File: src/rtl/cpu_mem_arbiter.sv
// cpu_mem_arbiter: shares one pipelined single-port memory between the
// instruction-fetch (IF) and data-memory (DM) requesters of the core.
// A request is presented combinationally in IDLE and held in HOLD until the
// memory grants it. An in-order tracker routes responses back to their owner.
// Optional build macro CPU_MEM_ARB_RR_EN: round-robin arbitration replaces
// DM priority with STARVE_LIMIT anti-starvation.
module cpu_mem_arbiter #(
  parameter int unsigned MAX_OUTSTANDING = 2,
  parameter int unsigned STARVE_LIMIT    = 3
) (
  input  logic        i_clk,
  input  logic        i_rst_n,
  input  logic        i_if_req,
  input  logic [31:0] i_if_addr,
  output logic        o_if_gnt,
  output logic        o_if_rvalid,
  output logic [31:0] o_if_rdata,
  input  logic        i_dm_req,
  input  logic        i_dm_we,
  input  logic [3:0]  i_dm_be,
  input  logic [31:0] i_dm_addr,
  input  logic [31:0] i_dm_wdata,
  output logic        o_dm_gnt,
  output logic        o_dm_rvalid,
  output logic [31:0] o_dm_rdata,
  output logic        o_mem_req,
  output logic        o_mem_we,
  output logic [3:0]  o_mem_be,
  output logic [31:0] o_mem_addr,
  output logic [31:0] o_mem_wdata,
  input  logic        i_mem_gnt,
  input  logic        i_mem_rvalid,
  input  logic [31:0] i_mem_rdata,
  output logic        o_err
);

  localparam int unsigned CW = $clog2(MAX_OUTSTANDING + 1);
  localparam int unsigned PW = (MAX_OUTSTANDING > 1) ? $clog2(MAX_OUTSTANDING) : 1;

  typedef enum logic {S_IDLE, S_HOLD} state_t;
  typedef enum logic {OWN_DM = 1'b0, OWN_IF = 1'b1} owner_t;

  state_t        state_q, state_d;
  owner_t        owner_q, owner_d;
  owner_t        winner;
  owner_t        cur_owner;
  logic          mem_req;
  logic          accept;
  logic          push, pop;
  logic [CW-1:0] count_q;
  logic [PW-1:0] wr_ptr_q, rd_ptr_q;
  owner_t        fifo_own_q [MAX_OUTSTANDING];
  logic          fifo_st_q  [MAX_OUTSTANDING];
  owner_t        head_own;
  logic          head_st;
  logic          err_q;

`ifdef CPU_MEM_ARB_RR_EN
  owner_t last_q;

  // Round-robin pick: on contention the side not granted last time wins
  always_comb begin
    winner = OWN_DM;
    if (i_dm_req && i_if_req) begin
      winner = (last_q == OWN_DM) ? OWN_IF : OWN_DM;
    end else if (i_if_req) begin
      winner = OWN_IF;
    end
  end

  // Remember the owner of the most recent accept; reset favours DM
  always_ff @(posedge i_clk or negedge i_rst_n) begin
    if (!i_rst_n) begin
      last_q <= OWN_IF;
    end else if (accept) begin
      last_q <= cur_owner;
    end
  end
`else
  localparam int unsigned SW = $clog2(STARVE_LIMIT + 1);
  logic [SW-1:0] starve_q;

  // DM priority pick, overridden once IF has lost STARVE_LIMIT cycles in a row
  always_comb begin
    winner = OWN_DM;
    if (i_dm_req && !(i_if_req && (starve_q == SW'(STARVE_LIMIT)))) begin
      winner = OWN_DM;
    end else if (i_if_req) begin
      winner = OWN_IF;
    end
  end

  // Count consecutive cycles with a pending but unaccepted IF request
  always_ff @(posedge i_clk or negedge i_rst_n) begin
    if (!i_rst_n) begin
      starve_q <= '0;
    end else if (!i_if_req || (accept && (cur_owner == OWN_IF))) begin
      starve_q <= '0;
    end else if (starve_q != SW'(STARVE_LIMIT)) begin
      starve_q <= starve_q + SW'(1);
    end
  end
`endif

  // State and latched owner registers
  always_ff @(posedge i_clk or negedge i_rst_n) begin
    if (!i_rst_n) begin
      state_q <= S_IDLE;
      owner_q <= OWN_DM;
    end else begin
      state_q <= state_d;
      owner_q <= owner_d;
    end
  end

  // Next-state: issue from IDLE when a slot is free, hold until granted
  always_comb begin
    state_d   = state_q;
    owner_d   = owner_q;
    mem_req   = 1'b0;
    cur_owner = owner_q;
    case (state_q)
      S_IDLE: begin
        if ((count_q != CW'(MAX_OUTSTANDING)) && (i_dm_req || i_if_req)) begin
          mem_req   = 1'b1;
          cur_owner = winner;
          if (!i_mem_gnt) begin
            state_d = S_HOLD;
            owner_d = winner;
          end
        end
      end
      S_HOLD: begin
        mem_req = 1'b1;
        if (i_mem_gnt) begin
          state_d = S_IDLE;
        end
      end
      default: state_d = S_IDLE;
    endcase
  end

  assign accept   = mem_req && i_mem_gnt;
  assign push     = accept;
  assign pop      = i_mem_rvalid && (count_q != '0);
  assign head_own = fifo_own_q[rd_ptr_q];
  assign head_st  = fifo_st_q[rd_ptr_q];

  // Memory-side request fields and grant / response routing
  always_comb begin
    o_mem_req   = mem_req;
    o_mem_we    = 1'b0;
    o_mem_be    = '0;
    o_mem_addr  = '0;
    o_mem_wdata = '0;
    if (mem_req) begin
      if (cur_owner == OWN_DM) begin
        o_mem_we    = i_dm_we;
        o_mem_be    = i_dm_be;
        o_mem_addr  = i_dm_addr;
        o_mem_wdata = i_dm_wdata;
      end else begin
        o_mem_be    = '1;
        o_mem_addr  = i_if_addr;
      end
    end
    o_if_gnt    = accept && (cur_owner == OWN_IF);
    o_dm_gnt    = accept && (cur_owner == OWN_DM);
    o_if_rvalid = pop && (head_own == OWN_IF);
    o_dm_rvalid = pop && (head_own == OWN_DM);
    o_if_rdata  = o_if_rvalid ? i_mem_rdata : '0;
    o_dm_rdata  = (o_dm_rvalid && !head_st) ? i_mem_rdata : '0;
  end

  // In-order tracker of owner id and store flag per outstanding transaction
  always_ff @(posedge i_clk or negedge i_rst_n) begin
    if (!i_rst_n) begin
      count_q  <= '0;
      wr_ptr_q <= '0;
      rd_ptr_q <= '0;
      for (int unsigned i = 0; i < MAX_OUTSTANDING; i++) begin
        fifo_own_q[i] <= OWN_DM;
        fifo_st_q[i]  <= 1'b0;
      end
    end else begin
      if (push) begin
        fifo_own_q[wr_ptr_q] <= cur_owner;
        fifo_st_q[wr_ptr_q]  <= (cur_owner == OWN_DM) && i_dm_we;
        wr_ptr_q <= (wr_ptr_q == PW'(MAX_OUTSTANDING - 1)) ? '0 : wr_ptr_q + PW'(1);
      end
      if (pop) begin
        rd_ptr_q <= (rd_ptr_q == PW'(MAX_OUTSTANDING - 1)) ? '0 : rd_ptr_q + PW'(1);
      end
      if (push && !pop) begin
        count_q <= count_q + CW'(1);
      end else if (pop && !push) begin
        count_q <= count_q - CW'(1);
      end
    end
  end

  // Sticky error on a response that matches no outstanding transaction
  always_ff @(posedge i_clk or negedge i_rst_n) begin
    if (!i_rst_n) begin
      err_q <= 1'b0;
    end else if (i_mem_rvalid && (count_q == '0)) begin
      err_q <= 1'b1;
    end
  end

  assign o_err = err_q;

endmodule

File: config.mk
export PLATFORM = sky130hd
export DESIGN_NAME = cpu_mem_arbiter
export DESIGN_NICKNAME = d
export VERILOG_FILES = /design/src/rtl/cpu_mem_arbiter.sv
export SDC_FILE = /design/constraint.sdc
export NUM_CORES = 1
export LEC_CHECK = 0
export BUFFER_PORTS_ARGS = -buffer_cell sky130_fd_sc_hd__buf_2
export CAP_MARGIN = 30
export CORE_AREA = 2 2 108 110
export DETAILED_ROUTE_END_ITERATION = 6
export DIE_AREA = 0 0 110 112
export PLACE_DENSITY = 0.55
export REMOVE_ABC_BUFFERS = 1
export SYNTH_ARGS = -nofsm -noshare
export SYNTH_HDL_FRONTEND = slang
export SYNTH_SLANG_ARGS = --single-unit
File: constraint.sdc
create_clock -name i_clk -period 2.62 [get_ports i_clk]
set_input_delay 0 -clock i_clk [delete_from_list [all_inputs] [get_ports i_clk]]
set_output_delay 0 -clock i_clk [all_outputs]
set_load 0.005 [all_outputs]
==> flow_summary.json <==
{
  "avgRoutedWirePerCell_um": 12.8,
  "cts_tree": "yes",
  "relSlewSlack_pct": 53.8,
  "worstMarginPinSlew_ns": 0.690,
  "worstSetupPathType": "reg2out",
  "rr_worst_depth": 5,
  "worst_r2r_endpoint": "fifo_own_q[1]",
  "hold_ws_ns": 0.0183,
  "clk_path_buf_depth": 2,
  "seq_power_share_pct": 12.9,
  "path_max_fanout": 67,
  "die_w_um": 110,
  "switching_share_pct": 45.9,
  "mappedNetlistArea_um2": 1920,
  "cp_data_required_time_ns": 2.62,
  "synth_top_family_by_area": "simple AND/OR/NAND/NOR gates",
  "cp-start-kind": "flop",
  "drt-pass1-iter-count": 4,
  "rsz0062_at_grt": "no",
  "grt_usage_pct": 12.6,
  "synth_compound_area_share_pct": 12.6,
  "syn-instance-count": 289,
  "routed_wl_um": 8860,
  "drive_gt1_share_pct": 53.7,
  "numCtsBuffers": 3,
  "antennaDiodeCount": 0,
  "die_h_um": 112,
  "drv_slew": 0,
  "final_hold_viol_count": 0,
  "fin_crit_ns": 2.32,
  "dieArea_um2": 12300,
  "grt_pass1_wl_um": 12600,
  "path_clk_slew_ns": 0.04,
  "first_iter_violations": 168,
  "avgSynthCellArea_um2": 6.66,
  "cts_resized": 0,
  "p_int_w": 0.00153,
  "cts-htree-levels": 1,
  "period_share_pct": 88.5,
  "power_frac_comb_pct": 77.1,
  "fp-row-count": 39,
  "synthAdderAreaFrac_pct": 1.30,
  "min_path_type": "in2reg",
  "route.vias.total": 2998,
  "antenna_found_initial": 0,
  "status": "finished, final reports clean",
  "maxCapViolCount": 0,
  "final_util_pct": 31.5,
  "peakVddDrop_mv": 0.676,
  "grt_pass1_vias": 2449,
  "crit_start": "count_q[1]",
  "holdPathStages": 3,
  "worstReg2RegStart": "count_q[1]",
  "tns_ns": 0,
  "min_from": "i_if_req",
  "drc_errors": 0,
  "io_pins": 278,
  "io_buffers": 277,
  "ys_seq_area_share_pct": 16.9,
  "finalSetupViolations": 0,
  "area_growth_pct": 83.0,
  "cellLeakagePower_nw": 2.18,
  "place_hpwl_um": 7170,
  "vias_per_cell": 4.34,
  "synth-xor-area-share_pct": 2.73,
  "nets": 689,
  "core_um2": 11200,
  "skew_ns": 0.00112,
  "cts_sinks": 13,
  "reg2reg_slack_ns": 0.70,
  "switchingPower_w": 0.00130,
  "ys_ff_latch": 13,
  "arrival_ns": 2.32,
  "clkPwrFrac_pct": 9.9,
  "grt_max_degree": 107,
  "min_to": "starve_q[1]",
  "clkLatencyLatePin_ns": 0.24,
  "crit_path_end_kind": "output port",
  "clockRootBuffer": "clkbuf_16",
  "synthMuxAreaShare_pct": 3.45,
  "power.density_nw_per_um2": 804,
  "grt.overflow.total": 0,
  "initial_utilization_pct": 17.2,
  "place.gp.congestion": 0.865,
  "ant_nets": 0,
  "yosys.area_share.simple_pct": 54.9,
  "fmax_ghz": 0.431,
  "yosysWarnings": 0,
  "yosys.cell_types.count": 30
}
==> logic make-up (layout without fill, tap and decap cells) <==
| logic type | count (synthesis) | in the layout |
|---|---|---|
| multiplexers | 6 | 6 |
| flip-flops | 13 | 13 |
| AND/OR/NAND/NOR | 185 | 185 |
| XOR/XNOR | 6 | 6 |
| adder cells (fa/ha/maj) | 2 | 2 |
| buffers and inverters | 33 | 291 |
| AO/OA/AOI/OAI | 44 | 44 |
==> cells in the mapped netlist <==
| cell type | instances | area [um2] |
|---|---|---|
| buf_2 | 2 | 10.0 |
| dfrtp_1 | 13 | 325 |
| nor4_1 | 1 | 6.26 |
| o21ai_0 | 23 | 115 |
| or4b_1 | 1 | 10.0 |
| nor2_1 | 7 | 26.3 |
| a21oi_1 | 3 | 15.0 |
| nand2_1 | 36 | 135 |
| nand4_1 | 32 | 200 |
| and2_4 | 1 | 8.76 |
| xor2_1 | 2 | 17.5 |
| o21bai_1 | 1 | 7.51 |
| nor3_1 | 1 | 5.00 |
| clkbuf_1 | 19 | 71.3 |
| and2_1 | 64 | 400 |
| o21ai_1 | 11 | 55.1 |
| nor2b_1 | 4 | 25.0 |
| ha_1 | 2 | 25.0 |
| nand3_1 | 1 | 5.00 |
| a21o_1 | 1 | 7.51 |
| o31ai_2 | 1 | 12.5 |
| buf_6 | 4 | 45.0 |
| mux2i_1 | 1 | 10.0 |
| mux2_2 | 5 | 56.3 |
| and3_1 | 35 | 219 |
| o21a_1 | 4 | 30.0 |
| inv_1 | 2 | 7.51 |
| buf_1 | 6 | 22.5 |
| xnor2_1 | 4 | 35.0 |
| nand3b_1 | 2 | 15.0 |
==> stage by stage <==
step / cells / setup WS [ns] / total power (W) / area, um2
6_report: 690 / 0.302 / 0.00283 / 3520
5_1_grt: 690 / 0.162 / 0.00311 / 3520
4_1_cts: 690 / 0.275 / 0.00286 / 3520
3_5_place_dp: 684 / 0.533 / 0.00257 / 3420
3_3_place_gp: 683 / 0.574 / 0.00251 / 3410
2_1_floorplan: 258 / -2.42 / 0.00153 / 1780
==> power groups by stage <==
stage	Clock (W)	Combinational [W]	Sequential [W]
finish	0.000281	0.00218	0.000366
global route	0.000296	0.00244	0.000380
CTS	0.000287	0.00221	0.000367
detailed placement	0	0.00220	0.000370
global placement	0	0.00215	0.000363
floorplan	0	0.00118	0.000346
==> registers in the layout, indices dropped and copies added, names as in the netlist <==
register    cells
rd_ptr_q        1
fifo_own_q      2
count_q         2
fifo_st_q       2
state_q         1
wr_ptr_q        1
starve_q        2
o_err           1
owner_q         1
==> area by class of cell <==
cell class / count / area, um2
clock buffer: 4 / 78.8
fill: 1255 / 7650
inverter: 2 / 7.51
multi-input combinational: 243 / 1460
sequential: 13 / 325
tap: 143 / 179
timing repair buffer: 285 / 1470
==> metal layers <==
| metal | vias to the layer above | wire length, um | track usage [%] |
|---|---|---|---|
| met2 | 86 | 4540 | 21.8 |
| met5 | - | 0 | 0 |
| met1 | 1386 | 3770 | 17.2 |
| li1 | 1518 | - | - |
| met3 | 8 | 480 | 1.17 |
| met4 | 0 | 69 | 1.86 |
==> critical path, cell delays in order (launching register included) <==
cell and delay (ns):
dfrtp_1 0.40, nor2b_1 0.22, or4b_1 0.59, and2_4 0.32, o21ai_0 0.35, buf_2 0.18
==> placed cells by master (no fill, tap or decap), types with 2 or more instances in the layout <==
cell,n
o21ai_1,11
nor2b_1,4
mux2_2,5
nand4_1,32
o21ai_0,23
dfrtp_1,13
xnor2_1,4
inv_1,2
nor2_1,7
and2_1,64
ha_1,2
xor2_1,2
nand2_1,36
a21oi_1,3
dlygate4sd3_1,2
and3_1,35
clkbuf_16,3
o21a_1,4
nand3b_1,2
buf_2,277
buf_4,4
==> how the worst max path moves through the flow <==
stage                     slack [ns]        endpoint  cells after the start
after floorplan                -2.42      count_q[1]                      8
after global placement          0.57  o_mem_addr[10]                      5
after detailed placement        0.53  o_mem_addr[10]                      5
after CTS                       0.27  o_mem_addr[10]                      5
after global routing            0.16  o_mem_addr[10]                      5
final                           0.30  o_mem_addr[10]                      5
==> what timing repair did <==
item | 4_1_cts | 5_1_grt
setup buffers | 0 | 0
hold buffers | 2 | 0
hold endpoints to repair | 14 | 0
endpoints found under the setup margin | 0 | 0
Power figures use the tool's default switching activity.
